[src/rtl/fix_field_writer_pkg.sv]
// Shared constants, error encodings and FSM state type for the FIX field writer.
package fix_field_writer_pkg;

    // Default widths, mirroring the host-address value RAM configuration.
    localparam int HOST_ADDR_WIDTH  = 8;
    localparam int VALUE_DATA_WIDTH = 64;
    localparam int VALUE_SIZE       = 4;
    localparam int TAG_WIDTH        = 16;

    // FIX framing bytes.
    localparam logic [7:0] FIX_SOH = 8'h01;
    localparam logic [7:0] FIX_EQ  = 8'h3D;

    // err_code encodings (0 is never reported with err).
    localparam logic [1:0] ERR_NONE  = 2'd0;
    localparam logic [1:0] ERR_TAG   = 2'd1;
    localparam logic [1:0] ERR_RANGE = 2'd2;
    localparam logic [1:0] ERR_OVF   = 2'd3;

    // Parser states; TAG is the idle/reset state.
    typedef enum logic [1:0] {
        ST_TAG   = 2'd0,
        ST_VALUE = 2'd1,
        ST_WRITE = 2'd2,
        ST_SKIP  = 2'd3
    } fix_state_e;

    // ASCII '0'..'9'.
    function automatic logic is_digit(input logic [7:0] b);
        return (b >= 8'h30) && (b <= 8'h39);
    endfunction

endpackage

[src/rtl/fix_field_writer_if.sv]
// Byte ingress and RAM write bus of the FIX field writer.
//
// Handshake: a byte transfers on a rising clk edge where in_valid && in_ready.
// in_valid/in_data must hold steady until that edge; in_ready depends only on
// the writer's state, never on in_valid. The RAM side (we/addr/data) has no
// back-pressure: we is a one-cycle write strobe.
interface fix_field_writer_if #(
    parameter int ADDR_WIDTH = fix_field_writer_pkg::HOST_ADDR_WIDTH,
    parameter int VAL_W      = fix_field_writer_pkg::VALUE_DATA_WIDTH,
    parameter int SIZE_W     = fix_field_writer_pkg::VALUE_SIZE
);
    logic                     in_valid;
    logic [7:0]               in_data;
    logic                     in_ready;
    logic                     we;
    logic [ADDR_WIDTH-1:0]    addr;
    logic [SIZE_W+VAL_W-1:0]  data;
    logic                     field_done;
    logic                     err;
    logic [1:0]               err_code;

    // Byte source / RAM sink side.
    modport master (
        output in_valid, in_data,
        input  in_ready, we, addr, data, field_done, err, err_code
    );

    // The field writer itself.
    modport slave (
        input  in_valid, in_data,
        output in_ready, we, addr, data, field_done, err, err_code
    );
endinterface

[src/rtl/fix_field_writer_tag_accum.sv]
// Decimal-to-binary tag accumulator: tag = tag*10 + digit, saturating at all-ones.
module fix_tag_accum #(
    parameter int TAG_W = 16
) (
    input  logic             clk,
    input  logic             reset,
    input  logic             clear,
    input  logic             en,
    input  logic [3:0]       digit,
    output logic [TAG_W-1:0] tag,
    output logic             has_digit
);
    // Four spare bits hold tag*10+9 for any TAG_W-bit tag, so overflow is
    // visible in the top nibble.
    localparam int PW = TAG_W + 4;
    localparam logic [TAG_W-1:0] TAG_MAX = '1;

    logic [TAG_W-1:0] tag_q, tag_d;
    logic             has_q, has_d;
    logic [PW-1:0]    prod;

    // Next accumulator value; clear wins over a digit in the same cycle.
    always_comb begin
        prod  = PW'(tag_q) * PW'(10) + PW'(digit);
        tag_d = tag_q;
        has_d = has_q;
        if (clear) begin
            tag_d = '0;
            has_d = 1'b0;
        end else if (en) begin
            tag_d = (|prod[PW-1:TAG_W]) ? TAG_MAX : prod[TAG_W-1:0];
            has_d = 1'b1;
        end
    end

    // Accumulator registers.
    always_ff @(posedge clk) begin
        if (reset) begin
            tag_q <= '0;
            has_q <= 1'b0;
        end else begin
            tag_q <= tag_d;
            has_q <= has_d;
        end
    end

    assign tag       = tag_q;
    assign has_digit = has_q;

endmodule

[src/rtl/fix_field_writer.sv]
// FIX "tag=value<SOH>" parser that issues one value-RAM write per field:
// addr = tag, data = {byte count, right-aligned value bytes}.
module fix_field_writer
    import fix_field_writer_pkg::*;
#(
    parameter int ADDR_WIDTH = HOST_ADDR_WIDTH,
    parameter int VAL_W      = VALUE_DATA_WIDTH,
    parameter int SIZE_W     = VALUE_SIZE,
    parameter int TAG_W      = TAG_WIDTH
) (
    input  logic                 clk,
    input  logic                 reset,
    fix_field_writer_if.slave    bus,
    output fix_state_e           dbg_state
);
    localparam int NBYTES = VAL_W / 8;
    localparam logic [SIZE_W-1:0] FULL_CNT = SIZE_W'(NBYTES);

    fix_state_e              state_q, state_d;
    logic [VAL_W-1:0]        val_q, val_d;
    logic [SIZE_W-1:0]       cnt_q, cnt_d;
    logic [1:0]              skip_code_q, skip_code_d;
    logic                    we_q, we_d;
    logic                    done_q, done_d;
    logic                    err_q, err_d;
    logic [1:0]              code_q, code_d;
    logic [ADDR_WIDTH-1:0]   addr_q, addr_d;
    logic [SIZE_W+VAL_W-1:0] data_q, data_d;

    logic                    ready_c;
    logic                    accept;
    logic                    is_soh;
    logic                    is_eq;
    logic                    is_dig;
    logic                    tag_en;
    logic                    tag_clear;
    logic [TAG_W-1:0]        tag;
    logic                    has_digit;
    logic                    tag_ok;

    // Byte classification and acceptance; WRITE is the only non-ready state.
    assign accept = bus.in_valid && (state_q != ST_WRITE);
    assign is_soh = (bus.in_data == FIX_SOH);
    assign is_eq  = (bus.in_data == FIX_EQ);
    assign is_dig = is_digit(bus.in_data);
    assign tag_ok = ((tag >> ADDR_WIDTH) == '0);

    fix_tag_accum #(.TAG_W(TAG_W)) u_tag (
        .clk       (clk),
        .reset     (reset),
        .clear     (tag_clear),
        .en        (tag_en),
        .digit     (bus.in_data[3:0]),
        .tag       (tag),
        .has_digit (has_digit)
    );

    // FSM state register.
    always_ff @(posedge clk) begin
        if (reset) state_q <= ST_TAG;
        else       state_q <= state_d;
    end

    // FSM next state: moves only on an accepted byte, except WRITE which lasts one cycle.
    always_comb begin
        state_d = state_q;
        case (state_q)
            ST_TAG: begin
                if (accept) begin
                    if (is_dig)                  state_d = ST_TAG;
                    else if (is_eq && has_digit) state_d = ST_VALUE;
                    else if (is_soh)             state_d = ST_TAG;
                    else                         state_d = ST_SKIP;
                end
            end
            ST_VALUE: begin
                if (accept) begin
                    if (is_soh)                 state_d = ST_WRITE;
                    else if (cnt_q == FULL_CNT) state_d = ST_SKIP;
                end
            end
            ST_WRITE: state_d = ST_TAG;
            ST_SKIP: begin
                if (accept && is_soh) state_d = ST_TAG;
            end
            default: state_d = ST_TAG;
        endcase
    end

    // FSM outputs and datapath next values; pulses are registered so they appear
    // the cycle after the terminating SOH is accepted.
    always_comb begin
        ready_c     = (state_q != ST_WRITE);
        tag_en      = 1'b0;
        tag_clear   = 1'b0;
        val_d       = val_q;
        cnt_d       = cnt_q;
        skip_code_d = skip_code_q;
        we_d        = 1'b0;
        done_d      = 1'b0;
        err_d       = 1'b0;
        code_d      = code_q;
        addr_d      = addr_q;
        data_d      = data_q;
        case (state_q)
            ST_TAG: begin
                if (accept) begin
                    if (is_dig) begin
                        tag_en = 1'b1;
                    end else if (is_eq && has_digit) begin
                        tag_en = 1'b0;
                    end else if (is_soh) begin
                        // A field that ends inside its tag is dropped at once.
                        done_d    = 1'b1;
                        err_d     = 1'b1;
                        code_d    = ERR_TAG;
                        tag_clear = 1'b1;
                    end else begin
                        skip_code_d = ERR_TAG;
                    end
                end
            end
            ST_VALUE: begin
                if (accept) begin
                    if (is_soh) begin
                        done_d = 1'b1;
                        if (tag_ok) begin
                            we_d   = 1'b1;
                            addr_d = ADDR_WIDTH'(tag);
                            data_d = {cnt_q, val_q};
                        end else begin
                            err_d  = 1'b1;
                            code_d = ERR_RANGE;
                        end
                    end else if (cnt_q == FULL_CNT) begin
                        skip_code_d = ERR_OVF;
                    end else begin
                        val_d = {val_q[VAL_W-9:0], bus.in_data};
                        cnt_d = cnt_q + SIZE_W'(1);
                    end
                end
            end
            ST_WRITE: begin
                tag_clear   = 1'b1;
                val_d       = '0;
                cnt_d       = '0;
                skip_code_d = ERR_NONE;
            end
            ST_SKIP: begin
                if (accept && is_soh) begin
                    done_d      = 1'b1;
                    err_d       = 1'b1;
                    code_d      = skip_code_q;
                    tag_clear   = 1'b1;
                    val_d       = '0;
                    cnt_d       = '0;
                    skip_code_d = ERR_NONE;
                end
            end
            default: begin
                tag_clear = 1'b1;
            end
        endcase
    end

    // Datapath and output registers.
    always_ff @(posedge clk) begin
        if (reset) begin
            val_q       <= '0;
            cnt_q       <= '0;
            skip_code_q <= ERR_NONE;
            we_q        <= 1'b0;
            done_q      <= 1'b0;
            err_q       <= 1'b0;
            code_q      <= ERR_NONE;
            addr_q      <= '0;
            data_q      <= '0;
        end else begin
            val_q       <= val_d;
            cnt_q       <= cnt_d;
            skip_code_q <= skip_code_d;
            we_q        <= we_d;
            done_q      <= done_d;
            err_q       <= err_d;
            code_q      <= code_d;
            addr_q      <= addr_d;
            data_q      <= data_d;
        end
    end

    // Pulses are masked by reset so a reset landing on the WRITE cycle keeps
    // the RAM from capturing that write.
    assign bus.in_ready   = ready_c;
    assign bus.we         = we_q   & ~reset;
    assign bus.field_done = done_q & ~reset;
    assign bus.err        = err_q  & ~reset;
    assign bus.err_code   = code_q;
    assign bus.addr       = addr_q;
    assign bus.data       = data_q;
    assign dbg_state      = state_q;

endmodule

[src/flat_wrapper.sv]
// flat-port wrapper written by rule: the top's interface ports become plain ports
module fix_field_writer_flat import fix_field_writer_pkg::*;
#(
    parameter int ADDR_WIDTH = HOST_ADDR_WIDTH,
    parameter int VAL_W      = VALUE_DATA_WIDTH,
    parameter int SIZE_W     = VALUE_SIZE,
    parameter int TAG_W      = TAG_WIDTH
)
  (clk, reset, dbg_state, bus_in_valid, bus_in_data, bus_in_ready, bus_we, bus_addr, bus_data, bus_field_done, bus_err, bus_err_code);
  fix_field_writer_if #(.ADDR_WIDTH(ADDR_WIDTH), .VAL_W(VAL_W), .SIZE_W(SIZE_W)) bus_i ();
  input  logic clk;
  input  logic reset;
  output fix_state_e dbg_state;
  input wire logic [$bits(bus_i.in_valid)-1:0] bus_in_valid;
  input wire logic [$bits(bus_i.in_data)-1:0] bus_in_data;
  output wire logic [$bits(bus_i.in_ready)-1:0] bus_in_ready;
  output wire logic [$bits(bus_i.we)-1:0] bus_we;
  output wire logic [$bits(bus_i.addr)-1:0] bus_addr;
  output wire logic [$bits(bus_i.data)-1:0] bus_data;
  output wire logic [$bits(bus_i.field_done)-1:0] bus_field_done;
  output wire logic [$bits(bus_i.err)-1:0] bus_err;
  output wire logic [$bits(bus_i.err_code)-1:0] bus_err_code;
  assign bus_i.in_valid = bus_in_valid;
  assign bus_i.in_data = bus_in_data;
  assign bus_in_ready = bus_i.in_ready;
  assign bus_we = bus_i.we;
  assign bus_addr = bus_i.addr;
  assign bus_data = bus_i.data;
  assign bus_field_done = bus_i.field_done;
  assign bus_err = bus_i.err;
  assign bus_err_code = bus_i.err_code;
  fix_field_writer #(.ADDR_WIDTH(ADDR_WIDTH), .VAL_W(VAL_W), .SIZE_W(SIZE_W), .TAG_W(TAG_W)) u_core (.clk(clk), .reset(reset), .bus(bus_i), .dbg_state(dbg_state));
endmodule
[config.mk]
export PLATFORM = sky130hd
export DESIGN_NAME = fix_field_writer_flat
export DESIGN_NICKNAME = d
export VERILOG_FILES = /design/src/rtl/fix_field_writer_pkg.sv /design/src/rtl/fix_field_writer_if.sv /design/src/rtl/fix_field_writer_tag_accum.sv /design/src/rtl/fix_field_writer.sv /design/src/flat_wrapper.sv
export SDC_FILE = /design/constraint.sdc
export NUM_CORES = 1
export LEC_CHECK = 0
export ABC_AREA = 1
export CELL_PAD_IN_SITES_DETAIL_PLACEMENT = 2
export CELL_PAD_IN_SITES_GLOBAL_PLACEMENT = 2
export CORE_MARGIN = 1
export CORE_UTILIZATION = 25
export DETAILED_ROUTE_END_ITERATION = 8
export GPL_TIMING_DRIVEN = 0
export PLACE_DENSITY_LB_ADDON = 0.25
export SYNTH_ARGS = -nofsm -noshare
export SYNTH_HDL_FRONTEND = slang
export SYNTH_SLANG_ARGS = --single-unit
[constraint.sdc]
create_clock -name clk -period 2.89 [get_ports clk]
set_clock_uncertainty 0.15 [all_clocks]
set_input_delay 0.289 -clock clk [delete_from_list [all_inputs] [get_ports clk]]
set_output_delay 0.289 -clock clk [all_outputs]
set_load 0.02 [all_outputs]
# Word-level counts from Yosys, hierarchy flattened
# Cells that the tools add are included.
[classes] reduce_logical=16 div=0 bitwise=7 multipliers=1 add_sub_neg=2 mux=52 magnitude_cmp=2 n_eq_ne=20 shifts=0
[ops] op="$mux W64" count=4
[ops] op="$pmux W64 S3" count=1
[ops] op="$mux W2" count=22
[ops] op="$add A20 B4 Y20" count=1
[ops] op="$mul A16 B3 Y19 const B" count=1
[ops] op="$logic_not A16 Y1" count=1
[ops] op="$mux W16" count=1
[ops] op="$mux W4" count=4
[ops] op="$pmux W2 S4" count=2
[ops] op="$ne A2 B2 Y1 const B" count=7
[ops] op="$mux W1" count=13
[ops] op="$ne A2 B1 Y1 const B" count=6
[ops] op="$pmux W4 S3" count=1
[ops] op="$pmux W1 S3" count=3
[ops] op="$reduce_and A9 Y1" count=1
[ops] op="$eq A8 B1 Y1 const B" count=1
[ops] op="$eq A8 B6 Y1 const B" count=1
[ops] op="$ge A8 B6 Y1 const B" count=1
[ops] op="$le A8 B6 Y1 const B" count=1
[ops] op="$reduce_and A4 Y1" count=2
[ops] op="$reduce_and A8 Y1" count=1
[ops] op="$reduce_or A4 Y1" count=2
[ops] op="$pmux W2 S3" count=1
[ops] op="$reduce_bool A3 Y1" count=2
[ops] op="11 further kinds" count=20
[word_totals] ram_bits=0 romBits=0 out_inout_bits=84 ff_bits=170 latch_bits=0 input_bits=11 elab_cells=112 memories=0

# Depth between registers and ports, before layout
[logic_depth] word_depth=7 depth_mapped=23 depth_no_buf=22

# Hierarchy
# Synthesis repeated with hierarchy kept, for this count alone.
[unflattened] cells_unflattened=1274 hier_area_um2=8951.1
[modules_own_cells] mod="fix_field_writer" area_per_inst_um2=6363.6 seq_area_each_um2=3062.9 n_inst=1 cells_per_inst=844
[modules_own_cells] mod="fix_tag_accum" area_per_inst_um2=2587.5 seq_area_each_um2=340.3 n_inst=1 cells_per_inst=430

# Worst setup path before layout
# No wires, ideal clock.
[synth_timing] path_kind="reg-to-reg" startpoint="register u_core.u_tag.tag_q[1], in the netlist u_core.u_tag.tag[1]" endpoint="register u_core.u_tag.tag_q[14], in the netlist u_core.u_tag.tag[14]" required_time_ns=2.631 arrival_time_ns=2.729 synth_period_minus_slack_ns=2.988 path_slack_ns=-0.098 setup_time_ns=0.109 stages_incl_launch_ff=22 path_buffers=1 cell_sequence="dfxtp_1 ha_1 ha_1 inv_1 fa_1 nor2_1 nand3b_1 nand2_2 nand2_8 nor2_4 nand2_4 nor2_4 nand2_2 clkinv_2 nand2_1 nand2_1 nand2_2 nor2_8 buf_12 nand3_2 nand2_1 inv_1"
[synth_between] elab_chain_len=4
[synth_rtl] element="start: declaration" line="fix_field_writer_tag_accum.sv:18" source="logic [TAG_W-1:0] tag_q, tag_d;"
[synth_rtl] element="start signal: assignment" line="fix_field_writer_tag_accum.sv:42" source="tag_q <= tag_d;"
[synth_rtl] element="$mul A16 B3 Y19 *" line="fix_field_writer_tag_accum.sv:24" source="prod = PW'(tag_q) * PW'(10) + PW'(digit);"
[synth_rtl] element="$add A20 B4 Y20 *" line="fix_field_writer_tag_accum.sv:24"
[synth_rtl] element="$reduce_or A4 Y1" line="fix_field_writer_tag_accum.sv:31" source="tag_d = (|prod[PW-1:TAG_W]) ? TAG_MAX : prod[TAG_W-1:0];"
[synth_rtl] element="$mux W16 *" line="fix_field_writer_tag_accum.sv:31"
# Every way passes the cells marked *; elsewhere a longest branch is shown, timed or not.
# A chain may end at the register's enable or synchronous reset.

# Worst setup path in the final report
[layout_timing] startpoint="register u_core.u_tag.tag_q[1], in the netlist u_core.u_tag.tag[1]" endpoint="register u_core.u_tag.tag_q[9], in the netlist u_core.u_tag.tag[9]"
# The elaborated chain is that of the path after synthesis.

==> flow_results.org <==
** Clock tree
- Skew-Pair Late Insertion Delay :: 440 ps
- Clock-pin slew was measured on the worst setup and hold paths at 70 ps.
- Root Buffer :: clkbuf_16
- In this run the number of H-tree levels came out at 4.
- CTS Buf Count :: 17
- Counting every sink on the clock net gives 170.
- Maximum clock path buffer count :: 2
- TritonCTS built the clock tree.

** Hold path
- The worst hold path belongs to the class in -> reg.

** Routing
- DRC violation count after routing :: 0
- The first routing iteration left 284 violations.
- After detailed routing, the total wire length is 30,400 um.
- The pre-antenna-repair detailed-routing pass consisted of 5 iterations.
- Antenna Nets Post-Route :: 0
- Routed WL per cell :: 17.5 um
- Using the TritonRoute via totals, the vias-per-cell ratio works out to 4.67.
- Total number of vias :: 8,116

** Yosys
- Total of warnings raised by yosys :: 0
- Cell area after technology mapping :: 8420 sq um
- Synthesized instance count :: 1,139
- For this run, the register share of the synthesized area comes to 0.404.
- Sorting the synthesized cells by area gives the leading types as dfxtp_1 (40%), nand2_1 (7.5%), nor2_1 (7.0%).
- Total nets after synthesis :: 1,185
- Count of cell types in the netlist :: 43
- In the synthesized netlist the dominant register cell turns out to be dfxtp_1.
- Counting flops with an async set or reset pin after synthesis yields a share of 0.
- The most common cell in the synthesized netlist is dfxtp_1.
- After synthesis, the mean cell area works out to 7.39 sq um.
- #FFs+latches synth :: 170
- Most area-hungry cell type in the Yosys netlist :: dfxtp_1
- Number of enable-type register cells in the synthesized netlist :: 0
- Commonest cells post-synth :: dfxtp_1 (170), nand2_1 (168), nor2_1 (156), inv_1 (125), a21oi_1 (105)
- Of the post-synthesis cell area, the dominant cell type holds 0.404.

** Global route
- Vias in the first global route :: 8,677
- For this run, the total global-route usage over all layers was measured as 0.182.
- Entering global routing, the biggest net connects 17 pins.
- The first global-routing pass estimated 47,800 um of wire.
- Global routing finished with a remaining overflow of 0.
- The initial antenna violation count came to 0.

** Floorplan
- 95 I/O pins were placed.
- Cell row count :: 66
- Initial standard-cell utilization of the core :: 0.256
- Floorplan die width :: 186 um
- Placeable core region :: 32,900 sq um
- The die is 186 um tall.
- The die covers 34,400 sq um.

** STA
- Headroom to the max-slew limit came out at 0.551.
- Setup repair after global routing could not meet its margin everywhere.
- Setup violations remaining at the end of the flow were counted as 16.
- The final max-slew violation count was 0.
- In the finished design, the share of the clock period the worst path needs comes to 1.08.
- At the pin with the least slew margin, the transition time is 674 ps.
- Final Hold Violating Endpoints :: 0
- Final setup margin :: -226 ps
- After layout, the minimum clock period comes to 3120 ps.
- Timing would allow up to 321 MHz.

** Setup path
- The critical path goes through ha_4, ha_4, inv_2, fa_2, nand3b_1, nor2_2, nand3_2, nor2_4, nand2_4, nor2_4, nand3_2, nand2_1, nand2_2, nor2_8, clkbuf_16, nand3_4, nand2_2, inv_2.
- For the worst setup path, the data arrival time is 3300 ps.
- In this run the worst path has a maximum fanout of 5.
- Setup Crit Path Kind :: reg -> reg
- STA classifies the critical path startpoint as a flip-flop.
- Family with the most delay on the worst path :: simple AND/OR/NAND/NOR gates
- The slowest stage of the critical path is the fa_2 cell.
- Critical Path End Type :: flip-flop
- On the worst path, the slowest cell contributes a delay of 450 ps.
- The number of buffers and inverters on the critical path is 3.
- At the worst endpoint, the required time is 3080 ps.

** Placement
- In this run the tool buffered the top-level ports with 93 buffer cells.
- Detailed placement HPWL :: 22,600 um
- Weighted congestion reported at the end of routability-driven placement :: 0.762
- Summing all placed instances gives a cell area of 9930 sq um.
- At the placement stage, the worst setup path has a slack of -722 ps.

** Status
- The final reports fail on negative setup slack.
- The run finished, with violations left.

** Layout
- Fraction of layout instances using a drive strength above 1 :: 0.181
- After filler insertion, the fill cell instance count of the layout stands at 3,844.
- The area growth from synthesis to layout is 32.3%.
- Summing all flip-flop and latch instances after layout gives 3420 sq um.
- Area of combinational cells with multiple inputs :: 4530 sq um
- Final net count :: 1,329
- Measured on the finished design, the core utilization comes to 0.339.
- 0 antenna diodes ended up in the layout.
- Post-layout instance area :: 11,100 sq um

** Power
- Peak supply drop :: 0.443 mV
- Leakage dissipation :: 4.59 nW
- Power spread over the standard cell area amounts to 507 nW/um^2.

** Run
- The tool flagged a number of max-cap violations equal to 0.
## cells in the final DEF, fill, tap and decap left out, types with 37 or more instances in the layout
master	netlist	final
inv_1	125	118
nand2_1	168	152
nand3_1	91	79
a21oi_1	105	102
clkdlybuf4s50_1	0	92
a211oi_1	57	57
dfxtp_1	170	158
nand2_2	27	37
nor2_1	156	153
o21ai_0	58	58
## kinds of logic (layout without fill, tap and decap cells)
logic type,after synthesis,count (layout),synth area share
xor gates and xnor gates,5,5,0.00520
AOI/OAI and AO/OA,228,228,0.155
adders and majority gates,35,35,0.0538
and+or+nand+nor,506,506,0.284
DFF,170,170,0.404
buffers and inverters,195,352,0.0987
## cell type report
class,instances,share of cell area
inverters,136,0.0459
well taps,442,0.0496
repair buffers,126,0.110
clock buffers,24,0.0459
flip-flops and latches,170,0.307
clock inverters,8,0.00752
plain buffers,58,0.0268
multi-input cells,774,0.407
## flip-flops by register name (all words and copies together) (netlist names), 2 cells and up
register and count:
u_core.cnt_q 4, u_core.dbg_state 2, u_core.bus.addr 8, u_core.bus.data 68, u_core.val_q 64, u_core.u_tag.tag 16, u_core.skip_code_q 2, u_core.bus.err_code 2
## repair_timing
action / 4_1_cts / 5_1_grt
setup buffers: 25 / 8
resized for setup: 46 / 53
endpoints found under the setup margin: 40 / 19
hold buffers: 0 / 0
gates cloned: 2 / 0
pin swaps: 16 / 21
## worst paths after layout
kind / start / slack, ps / depth (start not counted) / to
min: bus_in_data[1] / 270 / 3 / u_core.val_q[1]
min reg2reg: u_core.val_q[59] / 320 / 2 / u_core.val_q[59]
max reg2reg: u_core.u_tag.tag[1] / -230 / 18 / u_core.u_tag.tag[9]
max: u_core.u_tag.tag[1] / -230 / 18 / u_core.u_tag.tag[9]
## worst register-to-register path, cell delays in order (launching register included)
cell and delay [ps]:
dfxtp_4 360, ha_4 240, ha_4 160, inv_2 40
fa_2 450, nand3b_1 200, nor2_2 140, nand3_2 130
nor2_4 160, nand2_4 80, nor2_4 100, nand3_2 70
nand2_1 80, nand2_2 80, nor2_8 190, clkbuf_16 190
nand3_4 80, nand2_2 80, inv_2 40
## stage by stage
step / hold slack, ps / TNS [ps] / total power (W) / std cells
6_report: 269 / -2800 / 0.00565 / 1738
2_1_floorplan: 283 / -306 / 0.00306 / 1139
5_1_grt: 241 / -5370 / 0.00591 / 1738
3_5_place_dp: 312 / -51550 / 0.00335 / 1674
4_1_cts: 322 / -3490 / 0.00571 / 1733
3_3_place_gp: 309 / -44300 / 0.00333 / 1674
## metal layers
layer,global-route usage,part of all wire,vias up
met5,0,0,-
met4,0.0317,0.0071,0
met3,0.0344,0.032,16
met2,0.308,0.48,101
met1,0.241,0.48,3972
li1,-,-,4027
## report_power, final
part	switching (W)	internal (W)	total, W
combinational	0.000565	0.000242	0.000807
clock	0.000992	0.00133	0.00232
sequential	0.0000789	0.00244	0.00252
(Power assumes the default switching activity.)
==> patch, RTL diff (config.mk and constraints unchanged) <==
Reset style: asynchronous (`reset`), changed in 3 clocked blocks.
--- a/src/rtl/fix_field_writer_tag_accum.sv
+++ b/src/rtl/fix_field_writer_tag_accum.sv
@@ -35,5 +35,5 @@
 
     // Accumulator registers.
-    always_ff @(posedge clk) begin
+    always_ff @(posedge clk or posedge reset) begin
         if (reset) begin
             tag_q <= '0;
--- a/src/rtl/fix_field_writer.sv
+++ b/src/rtl/fix_field_writer.sv
@@ -57,5 +57,5 @@
 
     // FSM state register.
-    always_ff @(posedge clk) begin
+    always_ff @(posedge clk or posedge reset) begin
         if (reset) state_q <= ST_TAG;
         else       state_q <= state_d;
@@ -165,5 +165,5 @@
 
     // Datapath and output registers.
-    always_ff @(posedge clk) begin
+    always_ff @(posedge clk or posedge reset) begin
         if (reset) begin
             val_q       <= '0;
Check against the original RTL: differs if reset is asserted again (counterexample within 4 cycles, from zero or initial values and one cycle with reset high); with reset held inactive, the same outputs for 4 cycles.
==> patch against the original RTL <==
The run still ends with setup timing left. Final area is 0.27% higher. Utilization is 0.50 points lower. Via count is 9.5% lower. Sequential cell count stayed put. Setup slack worse by 0.029 ns. First-iteration DRC count is 0.70% lower. Wire length is 9.4% lower. Area after synthesis is 0.89% higher.
Power is not compared: it rests on default switching activity, and its combinational part moved more than twofold at a synthesized area within 25%.
==> patch: results (changes against the original RTL) <==
- Status: finished with violations
- Failing checks: setup timing
- Worst Reg2Reg Path Length in Cells: 19 (+1)
- Top cells by area, synth: dfrtp_1, nand2_1, o21ai_0
- Largest net degree at the start of global routing: 37 (+20)
- Synth Area in Compound Gates: 10.4% (-5.1 points)
- Post-Route Setup TNS: -3.68 ns (-0.882 ns)
- PnR worst setup slack: -0.255 ns (-0.0287 ns)
- GR Util met1: 20.0% (-4.1 points)
- Nets: 1,199 (-9.8%)
- Area growth syn-to-layout: 31.5%
- Synth Area in XOR/XNOR: 1.34% (+0.82 points)
- Gpl congestion: 0.764 (+0.25%)
- # resized after CTS: 45 (-2.2%)
- Worst hold path type: input port to asynchronous set/reset pin
- Slew @ Worst Pin: 0.942 ns (+0.268 ns)
- Pre-CTS setup slack: -0.812 ns (-0.0907 ns)
- Mapped Nets: 1,054 (-11%)
- # Post-CTS Setup Buffers: 20 (-20%)
- Top post-synthesis cells by count: nand2_1, dfrtp_1, inv_1, o21ai_0, nand3_1
- DP Area: 10,100 µm² (+1.9%)
- Critical Path End: u_core.u_tag.tag[9]$_DFFE_PP0P_
- # setup viols final: 16 (unchanged)
- Fin cells: 1,614 (-7.1%)
- DR pass1 iterations: 4 (-1)
- Drt wl/cell: 17.1 µm (-2.5%)
- Crit. Startpoint: u_core.u_tag.tag[3]$_DFFE_PP0P_
- Netlist cell types: 38 (-12%)
- First-pass GRT wire length: 44,900 µm (-6.2%)
- Via-to-Cell Ratio: 4.55 (-2.6%)
- GR Util All Layers: 16.4% (-1.8 points)
- # port buffers: 94 (+1.1%)
- Met3 Use GR: 2.18% (-1.3 points)
- Avg Cell Area, Syn: 8.43 µm² (+14%)
- Seq/Total Area, Yosys: 50.1% (+9.7 points)
-- patch: changes by cell type in the layout (fill, tap and decap cells not counted), sizes merged, moves of 4 or more --
| cell | change |
|---|---|
| dfrtp | +170 |
| dfxtp | -170 |
| nor2 | -125 |
| a21oi | -87 |
| o21ai | +78 |
| a211oi | -57 |
| nand2 | +57 |
| clkbuf | -17 |
| inv | +17 |
| o22ai | +11 |
| buf | -8 |
| nand3 | +5 |
| xnor2 | +5 |
| nand4 | -4 |
-- patch: layout make-up --
cell class / count / share of cell area (%)
Clock inverter: 14 / 1.39
Timing Repair Buffer: 126 / 11.8
Sequential cell: 170 / 38.1
Tap cell: 448 / 5.02
Clock buffer: 18 / 3.84
Multi-Input combinational cell: 652 / 33.0
Buffer: 40 / 1.93
Inverter: 146 / 4.94
-- patch: routing by layer --
layer / up-vias / wire length, µm
met1: 3709 / 12200
met5: - / 0
met3: 24 / 461
met4: 0 / 393
li1: 3530 / -
met2: 78 / 14600
